<file path="src/rtl/ps2_scan_sequencer_pkg.sv">
// Shared types and constants for the PS/2 scan-code sequencer.
package ps2_pkg;

  typedef enum logic [1:0] {
    ST_IDLE     = 2'd0,
    ST_GOT_E0   = 2'd1,
    ST_GOT_F0   = 2'd2,
    ST_GOT_E0F0 = 2'd3
  } ps2_state_t;

  localparam logic [7:0] PS2_PFX_EXT = 8'hE0;
  localparam logic [7:0] PS2_PFX_BRK = 8'hF0;

  // One decoded key event as stored in the event FIFO.
  typedef struct packed {
    logic [7:0] code;
    logic       ext;
    logic       brk;
    logic       rpt;
  } ps2_evt_t;

  // True for either prefix byte (extended or break).
  function automatic logic is_prefix(input logic [7:0] b);
    return (b == PS2_PFX_EXT) || (b == PS2_PFX_BRK);
  endfunction

endpackage

</file>
<file path="src/rtl/ps2_scan_sequencer_if.sv">
// Byte-in / event-out bundle of the scan sequencer. FIFO_DEPTH must match the
// sequencer instance so that fifo_level has the same width on both sides.
interface ps2_scan_sequencer_if #(parameter int FIFO_DEPTH = 8);

  logic                          byte_valid;
  logic [7:0]                    byte_data;
  logic                          byte_err;
  logic                          evt_valid;
  logic                          evt_ready;
  logic [7:0]                    evt_code;
  logic                          evt_ext;
  logic                          evt_break;
  logic                          evt_repeat;
  logic [7:0]                    press_count;
  logic [$clog2(FIFO_DEPTH):0]   fifo_level;
  logic                          overflow;

  // Receiver and consumer side.
  modport master (
    output byte_valid, byte_data, byte_err, evt_ready,
    input  evt_valid, evt_code, evt_ext, evt_break, evt_repeat,
    input  press_count, fifo_level, overflow
  );

  // Sequencer side.
  modport slave (
    input  byte_valid, byte_data, byte_err, evt_ready,
    output evt_valid, evt_code, evt_ext, evt_break, evt_repeat,
    output press_count, fifo_level, overflow
  );

endinterface

</file>
<file path="src/rtl/ps2_scan_sequencer_evt_fifo.sv">
// Show-ahead event FIFO. The head reads as all zeros while empty; a push into a
// full FIFO is accepted only when a pop frees a slot in the same cycle.
module ps2_evt_fifo
  import ps2_pkg::*;
#(
  parameter int DEPTH = 8
) (
  input  logic                    clk,
  input  logic                    rst,
  input  logic                    push,
  input  ps2_evt_t                push_data,
  input  logic                    pop,
  output ps2_evt_t                head,
  output logic [$clog2(DEPTH):0]  level,
  output logic                    full,
  output logic                    empty
);

  localparam int AW = $clog2(DEPTH);

  ps2_evt_t      mem_r [DEPTH];
  logic [AW-1:0] wr_ptr_r;
  logic [AW-1:0] rd_ptr_r;
  logic [AW:0]   level_r;
  logic          do_push_s;
  logic          do_pop_s;

  assign empty     = (level_r == '0);
  assign full      = (level_r == (AW+1)'(DEPTH));
  assign do_pop_s  = pop && !empty;
  assign do_push_s = push && (!full || do_pop_s);
  assign level     = level_r;
  assign head      = empty ? '0 : mem_r[rd_ptr_r];

  // Storage write; an entry only becomes visible once level_r counts it
  always_ff @(posedge clk) begin
    if (do_push_s) begin
      mem_r[wr_ptr_r] <= push_data;
    end
  end

  // Pointers and occupancy; power-of-two depth lets the pointers wrap freely
  always_ff @(posedge clk or posedge rst) begin
    if (rst) begin
      wr_ptr_r <= '0;
      rd_ptr_r <= '0;
      level_r  <= '0;
    end else begin
      if (do_push_s) begin
        wr_ptr_r <= wr_ptr_r + AW'(1);
      end
      if (do_pop_s) begin
        rd_ptr_r <= rd_ptr_r + AW'(1);
      end
      case ({do_push_s, do_pop_s})
        2'b10:   level_r <= level_r + (AW+1)'(1);
        2'b01:   level_r <= level_r - (AW+1)'(1);
        default: level_r <= level_r;
      endcase
    end
  end

endmodule

</file>
<file path="src/rtl/ps2_scan_sequencer.sv">
// Scan-code sequencer: prefix FSM with idle timeout, typematic tagging via a
// held-key register, fresh-press counter and an event FIFO towards consumers.
module ps2_scan_sequencer
  import ps2_pkg::*;
#(
  parameter int FIFO_DEPTH  = 8,
  parameter int TIMEOUT_CYC = 100000
) (
  input logic                  clk,
  input logic                  rst,
  ps2_scan_sequencer_if.slave  bus
);

  localparam int LW = $clog2(FIFO_DEPTH) + 1;
  localparam int TW = $clog2(TIMEOUT_CYC + 1);

  ps2_state_t    state_r;
  ps2_state_t    next_state_s;
  logic [TW-1:0] idle_cnt_r;
  logic          held_v_r;
  logic          held_ext_r;
  logic [7:0]    held_code_r;
  logic [7:0]    press_count_r;
  logic          overflow_r;

  logic          emit_s;
  logic          ext_s;
  logic          brk_s;
  logic          rpt_s;
  logic          held_match_s;
  logic          pop_s;
  ps2_evt_t      push_evt_s;
  ps2_evt_t      head_s;
  logic [LW-1:0] level_s;
  logic          full_s;
  logic          empty_s;

  // Prefix decode: next state and whether this byte completes a key event
  always_comb begin
    next_state_s = state_r;
    emit_s       = 1'b0;
    ext_s        = 1'b0;
    brk_s        = 1'b0;
    if (bus.byte_valid && bus.byte_err) begin
      next_state_s = ST_IDLE;
    end else if (bus.byte_valid) begin
      case (state_r)
        ST_IDLE: begin
          if (bus.byte_data == PS2_PFX_EXT) begin
            next_state_s = ST_GOT_E0;
          end else if (bus.byte_data == PS2_PFX_BRK) begin
            next_state_s = ST_GOT_F0;
          end else begin
            emit_s = 1'b1;
          end
        end
        ST_GOT_E0: begin
          if (bus.byte_data == PS2_PFX_BRK) begin
            next_state_s = ST_GOT_E0F0;
          end else if (bus.byte_data == PS2_PFX_EXT) begin
            next_state_s = ST_GOT_E0;
          end else begin
            next_state_s = ST_IDLE;
            emit_s       = 1'b1;
            ext_s        = 1'b1;
          end
        end
        ST_GOT_F0: begin
          if (bus.byte_data == PS2_PFX_BRK) begin
            next_state_s = ST_GOT_F0;
          end else if (bus.byte_data == PS2_PFX_EXT) begin
            next_state_s = ST_GOT_E0;
          end else begin
            next_state_s = ST_IDLE;
            emit_s       = 1'b1;
            brk_s        = 1'b1;
          end
        end
        ST_GOT_E0F0: begin
          next_state_s = ST_IDLE;
          if (is_prefix(bus.byte_data)) begin
            emit_s = 1'b0;
          end else begin
            emit_s = 1'b1;
            ext_s  = 1'b1;
            brk_s  = 1'b1;
          end
        end
        default: next_state_s = ST_IDLE;
      endcase
    end else begin
      next_state_s = state_r;
    end
  end

  assign held_match_s = held_v_r && (held_ext_r == ext_s) && (held_code_r == bus.byte_data);
  assign rpt_s        = emit_s && !brk_s && held_match_s;
  assign push_evt_s   = {bus.byte_data, ext_s, brk_s, rpt_s};
  assign pop_s        = !empty_s && bus.evt_ready;

  // Prefix FSM with idle timeout, held-key tracking and fresh-press counter
  always_ff @(posedge clk or posedge rst) begin
    if (rst) begin
      state_r       <= ST_IDLE;
      idle_cnt_r    <= '0;
      held_v_r      <= 1'b0;
      held_ext_r    <= 1'b0;
      held_code_r   <= 8'h00;
      press_count_r <= 8'h00;
    end else begin
      if (bus.byte_valid) begin
        state_r    <= next_state_s;
        idle_cnt_r <= '0;
      end else if (state_r != ST_IDLE) begin
        if (idle_cnt_r == TW'(TIMEOUT_CYC - 1)) begin
          state_r    <= ST_IDLE;
          idle_cnt_r <= '0;
        end else begin
          idle_cnt_r <= idle_cnt_r + TW'(1);
        end
      end else begin
        idle_cnt_r <= '0;
      end

      // Counting happens at decode time, whether or not the FIFO keeps the event
      if (emit_s && !brk_s && !held_match_s) begin
        held_v_r      <= 1'b1;
        held_ext_r    <= ext_s;
        held_code_r   <= bus.byte_data;
        press_count_r <= press_count_r + 8'd1;
      end else if (emit_s && brk_s && held_match_s) begin
        held_v_r <= 1'b0;
      end
    end
  end

  // Sticky record of an event dropped because the FIFO was full
  always_ff @(posedge clk or posedge rst) begin
    if (rst) begin
      overflow_r <= 1'b0;
    end else if (emit_s && full_s && !pop_s) begin
      overflow_r <= 1'b1;
    end
  end

  ps2_evt_fifo #(.DEPTH(FIFO_DEPTH)) u_fifo (
    .clk       (clk),
    .rst       (rst),
    .push      (emit_s),
    .push_data (push_evt_s),
    .pop       (pop_s),
    .head      (head_s),
    .level     (level_s),
    .full      (full_s),
    .empty     (empty_s)
  );

  assign bus.evt_valid   = !empty_s;
  assign bus.evt_code    = head_s.code;
  assign bus.evt_ext     = head_s.ext;
  assign bus.evt_break   = head_s.brk;
  assign bus.evt_repeat  = head_s.rpt;
  assign bus.press_count = press_count_r;
  assign bus.fifo_level  = level_s;
  assign bus.overflow    = overflow_r;

endmodule

</file>
<file path="src/flat_wrapper.sv">
// flat-port wrapper written by rule: the top's interface ports become plain ports
module ps2_scan_sequencer_flat import ps2_pkg::*;
#(
  parameter int FIFO_DEPTH  = 8,
  parameter int TIMEOUT_CYC = 100000
)
  (clk, rst, bus_byte_valid, bus_byte_data, bus_byte_err, bus_evt_ready, bus_evt_valid, bus_evt_code, bus_evt_ext, bus_evt_break, bus_evt_repeat, bus_press_count, bus_fifo_level, bus_overflow);
  ps2_scan_sequencer_if #(.FIFO_DEPTH(FIFO_DEPTH)) bus_i ();
  input logic clk;
  input logic rst;
  input wire logic [$bits(bus_i.byte_valid)-1:0] bus_byte_valid;
  input wire logic [$bits(bus_i.byte_data)-1:0] bus_byte_data;
  input wire logic [$bits(bus_i.byte_err)-1:0] bus_byte_err;
  input wire logic [$bits(bus_i.evt_ready)-1:0] bus_evt_ready;
  output wire logic [$bits(bus_i.evt_valid)-1:0] bus_evt_valid;
  output wire logic [$bits(bus_i.evt_code)-1:0] bus_evt_code;
  output wire logic [$bits(bus_i.evt_ext)-1:0] bus_evt_ext;
  output wire logic [$bits(bus_i.evt_break)-1:0] bus_evt_break;
  output wire logic [$bits(bus_i.evt_repeat)-1:0] bus_evt_repeat;
  output wire logic [$bits(bus_i.press_count)-1:0] bus_press_count;
  output wire logic [$bits(bus_i.fifo_level)-1:0] bus_fifo_level;
  output wire logic [$bits(bus_i.overflow)-1:0] bus_overflow;
  assign bus_i.byte_valid = bus_byte_valid;
  assign bus_i.byte_data = bus_byte_data;
  assign bus_i.byte_err = bus_byte_err;
  assign bus_i.evt_ready = bus_evt_ready;
  assign bus_evt_valid = bus_i.evt_valid;
  assign bus_evt_code = bus_i.evt_code;
  assign bus_evt_ext = bus_i.evt_ext;
  assign bus_evt_break = bus_i.evt_break;
  assign bus_evt_repeat = bus_i.evt_repeat;
  assign bus_press_count = bus_i.press_count;
  assign bus_fifo_level = bus_i.fifo_level;
  assign bus_overflow = bus_i.overflow;
  ps2_scan_sequencer #(.FIFO_DEPTH(FIFO_DEPTH), .TIMEOUT_CYC(TIMEOUT_CYC)) u_core (.clk(clk), .rst(rst), .bus(bus_i));
endmodule
</file>
<file path="config.mk">
export PLATFORM = sky130hd
export DESIGN_NAME = ps2_scan_sequencer_flat
export DESIGN_NICKNAME = d
export VERILOG_FILES = /design/src/rtl/ps2_scan_sequencer_pkg.sv /design/src/rtl/ps2_scan_sequencer_if.sv /design/src/rtl/ps2_scan_sequencer_evt_fifo.sv /design/src/rtl/ps2_scan_sequencer.sv /design/src/flat_wrapper.sv
export SDC_FILE = /design/constraint.sdc
export NUM_CORES = 1
export LEC_CHECK = 0
export ABC_AREA = 1
export ABC_CLOCK_PERIOD_IN_PS = 3100
export CAP_MARGIN = 5
export CORE_MARGIN = 1.5
export CORE_UTILIZATION = 23
export DETAILED_ROUTE_END_ITERATION = 8
export PLACE_DENSITY = 0.43
export SLEW_MARGIN = 0
export SYNTH_ARGS = -nofsm -noshare
export SYNTH_HDL_FRONTEND = slang
export SYNTH_SLANG_ARGS = --single-unit
</file>
<file path="constraint.sdc">
create_clock -name clk -period 3.1 [get_ports clk]
set_input_delay 0.31 -clock clk [delete_from_list [all_inputs] [get_ports clk]]
set_output_delay 0.31 -clock clk [all_outputs]
set_load 0.02 [all_outputs]
</file>
### Yosys cells after proc, flatten, opt, wreduce, memory -nomap -nowiden

Memories as Yosys holds them, arrays and structs flattened.
Index checks and enable logic that the tools add are counted.

* register bits after elaboration: 48
* RAM bits: 88
* input port bits: 13
* logic and storage cells: 91
* memories kept: 1

* $add $sub $neg: 6
* equality and inequality tests: 12
* muxes and demuxes: 33
* reduce and logical (&&, ||, !) cells: 29

Memory list
* u_core.u_fifo.mem_r: words 8, bits a word 11, rd ports 1, clocked after memory_dff 0, write ports 1, RTL line ps2_scan_sequencer_evt_fifo.sv:21 `ps2_evt_t mem_r [DEPTH];`

Operator list (number)
* 2-to-1 mux 17 bit: 3
* adder 17 x 1 -> 17 bit, second input constant: 1
* == test 17 bit, second input constant: 1
* == test 8 bit, second input constant: 2
* 2-to-1 mux 1 bit: 16
* 2-to-1 mux 2 bit: 8
* logical AND 1 bit: 13
* 2-to-1 mux 11 bit: 1
* nonzero test 2 bit: 5
* adder 8 x 1 -> 8 bit, second input constant: 1
* == test 8 bit: 1
* one-hot mux 2 bit (4 select lines): 1
* one-hot mux 4 bit (2 select lines): 1
* adder 3 x 1 -> 3 bit, second input constant: 2
* == test 2 bit, second input constant: 3
* logical NOT 1 bit: 5
* inequality test 5 x 2 -> 1 bit, second input constant: 1
* adder 4 x 1 -> 4 bit, second input constant: 1
* == test 2 x 1 -> 1 bit, second input constant: 2
* == test 4 bit, second input constant: 1
* logical NOT 4 bit: 1
* one-hot mux 1 bit (2 select lines): 2
* subtractor 4 x 1 -> 4 bit, second input constant: 1
* one-hot mux 1 bit (3 select lines): 1
* 5 further kinds: 6

### Depth between registers and ports, before layout

Gate-level depths: netlist of the first run.

* word-level depth: 12
* gate-level depth with buffers: 15
* gate-level depth less buffers: 15

### By module

A second synthesis of the first run with hierarchy kept.

* cell total of the unflattened synthesis: 674
* area, all modules: 6598.8 µm²

Modules (own cells, without submodules)
* ps2_evt_fifo: instances 1, cells an instance 348, area an instance 4181.5 µm², sequential area each 2892.8 µm²
* ps2_scan_sequencer: instances 1, cells an instance 326, area an instance 2417.3 µm², sequential area each 950.9 µm²

### Least setup slack after synthesis of the first run

No wires, ideal clock.

* path kind: reg2reg
* start point: register u_core.u_fifo.level_r[1] (netlist: u_core.u_fifo.level[1])
* end point: register u_core.u_fifo.level_r[3] (netlist: u_core.u_fifo.level[3])
* setup time: 0.117 ns
* arrival: 1.919 ns
* data required time: 2.983 ns
* setup slack: 1.064 ns
* cell stages (with the launch flop): 15
* path buffers: 0
* cell sequence: dfrtp_1 -> nor2_1 -> nand3_1 -> nand2_1 -> inv_1 -> nand2_2 -> inv_1 -> ha_1 -> nand2_1 -> nand2_1 -> a21oi_1 -> nand3b_1 -> nand3_1 -> nand2_1 -> nand2_1

* cells in the longest elaborated chain, start to end: 8
* elaborated cells on any way between the ends: 14
* classes of those cells: add/sub (2); eq/ne (3); mux (1); reduce/logical (8)

RTL lines
* start, declared: RTL line ps2_scan_sequencer_evt_fifo.sv:24 `logic [AW:0] level_r;`
* start signal, assigned: RTL line ps2_scan_sequencer_evt_fifo.sv:56 `2'b10: level_r <= level_r + (AW+1)'(1);`
* start signal, assigned: RTL line ps2_scan_sequencer_evt_fifo.sv:57 `2'b01: level_r <= level_r - (AW+1)'(1);`
* start signal, assigned: RTL line ps2_scan_sequencer_evt_fifo.sv:58 `default: level_r <= level_r;`
* logical NOT 4 bit: RTL line ps2_scan_sequencer_evt_fifo.sv:28 `assign empty = (level_r == '0);`
* logical NOT 1 bit: RTL line ps2_scan_sequencer_evt_fifo.sv:30, ps2_scan_sequencer.sv:99
* logical AND 1 bit: RTL line ps2_scan_sequencer.sv:99 `assign pop_s = !empty_s && bus.evt_ready;`
* logical AND 1 bit: RTL line ps2_scan_sequencer_evt_fifo.sv:30 `assign do_pop_s = pop && !empty;`
* logical OR 1 bit: RTL line ps2_scan_sequencer_evt_fifo.sv:31 `assign do_push_s = push && (!full || do_pop_s);`
* logical AND 1 bit: RTL line ps2_scan_sequencer_evt_fifo.sv:31
* == test 2 x 1 -> 1 bit / == test 2 bit (equally long branches): RTL line ps2_scan_sequencer_evt_fifo.sv:55 `case ({do_push_s, do_pop_s})`
* one-hot mux 4 bit (2 select lines) / nonzero test 2 bit (equally long branches)

Several ways; a longest one is shown, not always the timed one.
A chain may end at the register's enable or synchronous reset.

### Final worst setup path of the first run

* start point: register u_core.u_fifo.rd_ptr_r[0]
* end point: output bus_evt_code[7]

* cells in the longest elaborated chain, start to end: 2

RTL lines
* start, declared: RTL line ps2_scan_sequencer_evt_fifo.sv:23 `logic [AW-1:0] rd_ptr_r;`
* start signal, assigned: RTL line ps2_scan_sequencer_evt_fifo.sv:53 `rd_ptr_r <= rd_ptr_r + AW'(1);`
* memory read (8 x 11 bit)
* 2-to-1 mux 11 bit: RTL line ps2_scan_sequencer_evt_fifo.sv:33 `assign head = empty ? '0 : mem_r[rd_ptr_r];`
* end, declared: RTL line flat_wrapper.sv:16 `output wire logic [$bits(bus_i.evt_code)-1:0] bus_evt_code;`

No other way between the ends.

==> results of run 1 <==
[state kept, by name, summed over array words and instances, names as in the netlist]
| name | count |
|---|---|
| u_core.bus.overflow | 1 |
| u_core.u_fifo.rd_ptr_r | 3 |
| u_core.held_v_r | 1 |
| u_core.u_fifo.mem_r | 88 |
| u_core.bus.press_count | 8 |
| u_core.u_fifo.wr_ptr_r | 3 |
| u_core.state_r | 2 |
| u_core.held_ext_r | 1 |
| u_core.held_code_r | 8 |
| u_core.idle_cnt_r | 17 |
| u_core.u_fifo.level | 4 |
[power by group]
group	switching [µW]	total (µW)	leakage, µW	internal [µW]
Combinational	1360	2290	0.00135	922
Clock	912	2150	0.000305	1240
Sequential	172	2300	0.00143	2130
[layer usage]
layer | GRT usage (%) | vias up | wire, µm
met2 | 20.2 | 68 | 7690
met4 | 3.65 | 0 | 220
met3 | 3.25 | 15 | 632
met1 | 16.7 | 2198 | 8050
met5 | 0 | - | 0
li1 | - | 2272 | -
[worst min-delay path by stage]
stage,depth (start not counted),end,startpoint,slack [ns]
floorplan,1,u_core.idle_cnt_r[16]$_DFF_PP0_,bus_byte_valid,0.38
global placement,1,u_core.idle_cnt_r[0]$_DFF_PP0_,u_core.idle_cnt_r[0]$_DFF_PP0_,0.46
detailed placement,1,u_core.idle_cnt_r[0]$_DFF_PP0_,u_core.idle_cnt_r[0]$_DFF_PP0_,0.46
CTS,2,u_core.bus.press_count[2]$_DFFE_PP0P_,rst,0.05
global route,2,u_core.bus.press_count[2]$_DFFE_PP0P_,rst,0.07
finish,2,u_core.bus.press_count[2]$_DFFE_PP0P_,rst,0.06
[cell usage after synthesis]
cell type  count  share of area, %
clkbuf_1      14              0.83
buf_12         1              0.32
nor2_2         8              0.79
or2_4          1              0.14
xor2_1        10               1.4
nand4_1       13               1.3
o21ai_4        1              0.26
inv_2          6              0.36
dfrtp_1       48                19
buf_2          3              0.24
nand3_1       22               1.7
a21o_1         1              0.12
o21ai_1        8              0.63
nand2_1      102               6.1
ha_1           6               1.2
or2_0          1             0.099
nor3_4         1              0.26
nor3b_1        1              0.12
xnor2_1        5              0.69
o211ai_1       2              0.24
nor3_1        12              0.95
nand2_2        5              0.49
fa_1           1              0.32
nand3_2       12               1.9
buf_1          2              0.12
nor2_1       129               7.7
nor4_1         2              0.20
clkinv_1       1             0.059
buf_6          3              0.53
inv_1         43               2.6
o211a_1        1              0.16
inv_4          1             0.099
o21bai_1       1              0.12
edfxtp_1      88                42
o32ai_1       22               3.0
o21ai_0       35               2.8
a21oi_1        9              0.71
nand2_4        2              0.36
nand3b_1       1              0.12
nor2_8         1              0.32
[through the flow]
| stage | setup WS, ns | power, µW | utilization, % |
|---|---|---|---|
| global placement | 0.325 | 4670 | 27.0 |
| finish | 0.160 | 6740 | 29.3 |
| floorplan | 1.06 | 3640 | - |
| global route | 0.0506 | 7170 | 29.3 |
| CTS | 0.0931 | 6840 | 29.3 |
| detailed placement | 0.347 | 4670 | 27.0 |
[repair_timing]
action | 4_1_cts | 5_1_grt
endpoints found under the setup margin | 2 | 2
gates resized for setup | 1 | 1
hold buffers | 0 | 0
setup buffers | 0 | 0
endpoints found under the hold margin | 0 | 0
[cell type report]
cell class | instances | area share [%]
tap | 341 | 5.40
clock buffer | 17 | 5.39
timing repair buffer | 70 | 8.19
sequential | 136 | 48.7
inverter | 51 | 2.46
antenna | 1 | 0.0317
clock inverter | 15 | 2.50
multi-input combinational | 415 | 27.3
[cell families after synthesis]
group,synth area share [%]
simple gates,22.5
flops,60.8
buf+inv,5.10
compound gates,8.05
fa+ha+maj,1.50
xor+xnor,2.08
==> results.md, run 1 <==
- Outcome: completed
- R2R cell count: 15
- # fillers: 2819
- Post-DP HPWL: 11500 µm
- Seq/Total Area, Yosys: 60.8%
- Synth Warn #: 0
- Cell Pwr Density: 854 nW/µm²
- Fmax: 340 MHz
- CP max stage cell: clkdlybuf4s50_1
- Fin Setup TNS: 0 ns
- Drt total wl: 16600 µm
- Vias after detailed routing: 4553
- Multi-input gate area: 2160 µm²
- Vias per inst: 4.35
- DRT iter0 DRCs: 206
- WL/cell: 15.9 µm
- Slew Limit Fails: 0
- Finished Layout Cells: 1046
- Start of the worst register-to-register path: u_core.u_fifo.level[1]$_DFFE_PP0P_
- Register bit total from synthesis: 136
- Cell variety after synth: 40
- Root buf cell: clkbuf_16
- Least-Margin Pin Slew: 0.413 ns
- Tcrit/Tclk final: 94.9%
- Syn Area/Cell: 10.1 µm²
- Most frequent cells in the layout: 129 x nor2_1, 102 x nand2_1, 88 x edfxtp_1
- Max_cap viols: 0
- Placed inst area: 7260 µm²
- Ports: 38
- Clk sink count: 136
- Global-route wire length before repair: 26700 µm
- Antenna viol nets, final: 0
- Initial antenna violation count: 0
- Bufs and invs on worst path: 3
- Worst skew pair latency: 0.43 ns
- CP endpoint kind: primary output
- # setup viols final: 0
- Crit path cell chain: inv_2, buf_4, nor2_1, o32ai_1, o21ai_0, nor2_1, clkdlybuf4s50_1
- Cell Rows: 60
- Critical Path Max Stage Delay: 0.66 ns
- Die height: 169 µm
- Syn nets: 645
- Synth-to-layout area growth: 24.9%
- Die X: 169 µm
- Placed Instances: 1013
- CTS tree: built
- Initial core utilization: 23.5%
- RSZ-0062 raised after global routing: false
- HP Class: input pin to asynchronous set/reset pin
- Reg area: 3840 µm²
- R2R Path End: u_core.u_fifo.level[3]$_DFFE_PP0P_
- Data required, critical path: 2.79 ns
- Flop2flop setup slack: 0.69 ns
- GRT Util Overall: 12.6%
- Fraction of layout cells with a size suffix above 1: 14.9%
- Leading cell type in the layout, fill and taps excluded: nor2_1
- Crit path DAT: 2.63 ns
- Clock transition at path regs: 0.07 ns
- Clock tree buffer depth: 2
- Vias in the first global route: 4643
- Netlist Area Pre-Place: 6320 µm²
- Setup Skew: 0.0165 ns
- Startpoint class of the critical path: flop
- DRC violations left: 0
- CP delay by family, top: buffers and inverters
- Critical path depth in cells: 7
- GRT Residual Overflow: 0
- Worst Setup EP: bus_evt_code[7]
- Most used cell, CP: nor2_1
- Total core area: 27000 µm²
- CP Max Fanout: 16
- Max VDD drop: 336 µV
- CTS H-tree depth: 4
- Crit path from: u_core.u_fifo.rd_ptr_r[0]$_DFFE_PP0P_
- Largest net degree at the start of global routing: 46
- Final instance area: 7900 µm²
- Nets: 711
- Gpl congestion: 0.774
- Die area: 28500 µm²
- Lkg Pwr: 0.00308 µW
- CTS buffer count: 17
- Synth Instances: 625
- Max_slew headroom: 72.5%
- Hold WS: 0.0607 ns
- Crit path kind: flop to primary output
- Drt pass-1 iters: 4
- Number of port buffers: 37
- Min Tclk post-route: 2.94 ns
- Fin. Hold Viols: 0
No activity file was read; power rests on OpenSTA's default activity.
==> inputs of run 2 (changes only) <==
CORE_MARGIN = 2   (was 1.5)
REMOVE_ABC_BUFFERS = 1   (was unset)
==> results.md, run 2 (synthesized netlist as in run 1, its figures left out) <==
- Most frequent cells in the layout: 129 x nor2_1, 102 x nand2_1, 88 x edfxtp_1
- Fin Setup TNS: 0 ns (unchanged)
- Antenna viol nets, final: 0 (unchanged)
- Cell Pwr Density: 830 nW/µm² (-2.7%)
- HP Class: input pin to asynchronous set/reset pin
- Die X: 170 µm (+0.59%)
- Startpoint class of the critical path: flop
- CTS tree: built
- Die height: 170 µm (+0.59%)
- Fin. Hold Viols: 0 (unchanged)
- Crit path cell chain: inv_2, buf_4, buf_4, nor2_1, o32ai_1, o21ai_0, nor2_1, clkdlybuf4s50_1
- Setup Skew: 0.00780 ns (-0.00869 ns)
- CTS H-tree depth: 4 (unchanged)
- Number of port buffers: 37 (unchanged)
- Post-route setup slack: 0.227 ns (+0.0672 ns)
- Number of flip-flops in the largest register: 88 (unchanged)
- Crit path kind: flop to primary output
- CP endpoint kind: primary output
- Clock transition at path regs: 0.06 ns (about the same)
- Flop2flop setup slack: 0.84 ns (+0.15 ns)
- CP delay by family, top: buffers and inverters
- Vias after detailed routing: 4466 (-1.9%)
- Post-CTS setup buffer count: 0 (unchanged)
- Total core area: 27000 µm² (unchanged)
- Cell Rows: 60 (unchanged)
- Lkg Pwr: 0.00306 µW (-0.69%)
- R2R Path End: u_core.u_fifo.level[3]$_DFFE_PP0P_
- GRT Util Overall: 11.6% (-0.96 points)
- WL/cell: 14.9 µm (-5.9%)
- Global-route wire length before repair: 25200 µm (-5.7%)
- Critical Path Max Stage Delay: 0.60 ns (-0.06 ns)
- Least-Margin Pin Slew: 0.569 ns (+0.156 ns)
- Largest net degree at the start of global routing: 47 (+2.2%)
- Biggest register: u_core.u_fifo.mem_r
- Start of the worst register-to-register path: u_core.u_fifo.level[1]$_DFFE_PP0P_
- Outcome: completed
- Largest regs: u_core.u_fifo.mem_r: 88 flops, u_core.idle_cnt_r: 17 flops
- Post-DP HPWL: 10400 µm (-9.9%)
- CP Max Fanout: 16 (unchanged)
- Bufs and invs on worst path: 4 (+1)
- Leading cell type in the layout, fill and taps excluded: nor2_1
- Clock tree buffer depth: 2 (unchanged)
- Ports: 38 (unchanged)
- Antenna Cells: 0 (-1)
- Initial core utilization: 23.5% (unchanged)
- Initial antenna violation count: 0 (unchanged)
- Gpl congestion: 0.746 (-3.7%)
- Nets: 710 (-0.14%)
- Fmax: 348 MHz (+2.3%)
- Max VDD drop: 320 µV (-4.6%)
- RSZ-0062 raised after global routing: false
- Max_slew headroom: 62.0% (-10 points)
- Die area: 28800 µm² (+1.2%)
- Pre-CTS WS: 0.403 ns (+0.0562 ns)
- R2R cell count: 14 (-1)
- Root buf cell: clkbuf_16
- GRT Residual Overflow: 0 (unchanged)
- Vias in the first global route: 4519 (-2.7%)
- DRC violations left: 0 (unchanged)
- Min Tclk post-route: 2.87 ns (-0.0672 ns)
- CTS buffer count: 17 (unchanged)
- Crit path from: u_core.u_fifo.rd_ptr_r[0]$_DFFE_PP0P_
- Fraction of layout cells with a size suffix above 1: 14.7% (-0.26 points)
- # setup viols final: 0 (unchanged)
- Clk sink count: 136 (unchanged)
- Vias per inst: 4.28 (-1.7%)
- Crit path DAT: 2.56 ns (-0.07 ns)
- DRT iter0 DRCs: 289 (+40%)
- CP max stage cell: clkdlybuf4s50_1
- Synth-to-layout area growth: 24.1%
- Slew Limit Fails: 0 (unchanged)
- Max_cap viols: 0 (unchanged)
- Data required, critical path: 2.79 ns (about the same)
- Drt pass-1 iters: 4 (unchanged)
- Worst skew pair latency: 0.42 ns (about the same)
- Tcrit/Tclk final: 92.7% (-2.2 points)
- Drt total wl: 15600 µm (-6.1%)
## run 2: cell types whose count changed in the layout (fill, tap and decap cells not counted), sizes merged
| cell | previous run | this run |
|---|---|---|
| inv | 61 | 57 |
| buf | 33 | 32 |
| clkinv | 2 | 5 |
| diode | 1 | 0 |
| clkbuf | 17 | 18 |
## run 2: metal layers
metal  track usage (%)  wire, µm  vias to the layer above
met3              2.88       737                        9
met2              18.9      7190                       74
met4              3.01       143                        0
met5                 0         0                        -
li1                  -         -                     2268
met1              15.5      7510                     2115
## run 2: how the worst max path moves through the flow
stage               slack, ns  cells after the start                            endpoint
floorplan                0.68                     14  u_core.u_fifo.level[3]$_DFFE_PP0P_
global placement         0.44                     16  u_core.u_fifo.level[3]$_DFFE_PP0P_
detailed placement       0.40                     16  u_core.u_fifo.level[3]$_DFFE_PP0P_
CTS                      0.06                      8                         bus_evt_ext
global route             0.05                      8                         bus_evt_ext
finish                   0.23                      8                         bus_evt_ext
## run 2: per-stage QoR
stage	util, %	cells	hold WS, ns	area [µm²]	total power [µW]
floorplan	-	602	0.376	6190	3570
global placement	26.9	1012	0.465	7260	4560
global route	29.1	1044	0.336	7850	6980
detailed placement	26.9	1012	0.462	7260	4570
finish	29.1	1044	0.267	7850	6520
CTS	29.1	1044	0.274	7850	6640
## run 2: area by class of cell
class | count | area (µm²)
fill | 2801 | 19100
sequential | 136 | 3840
clock inverter | 14 | 163
multi-input combinational | 415 | 2160
clock buffer | 18 | 429
timing repair buffer | 69 | 636
inverter | 51 | 194
tap | 341 | 427
## run 2: what timing repair did
action,CTS,global route
hold buffers,0,0
gates resized for setup,0,1
setup endpoints to repair,0,6
## run 2: power by group
group	total, µW	leakage, µW	internal (µW)	switching (µW)
logic	2190	0.00134	888	1300
clock network	2030	0.000289	1210	827
registers	2290	0.00143	2130	164
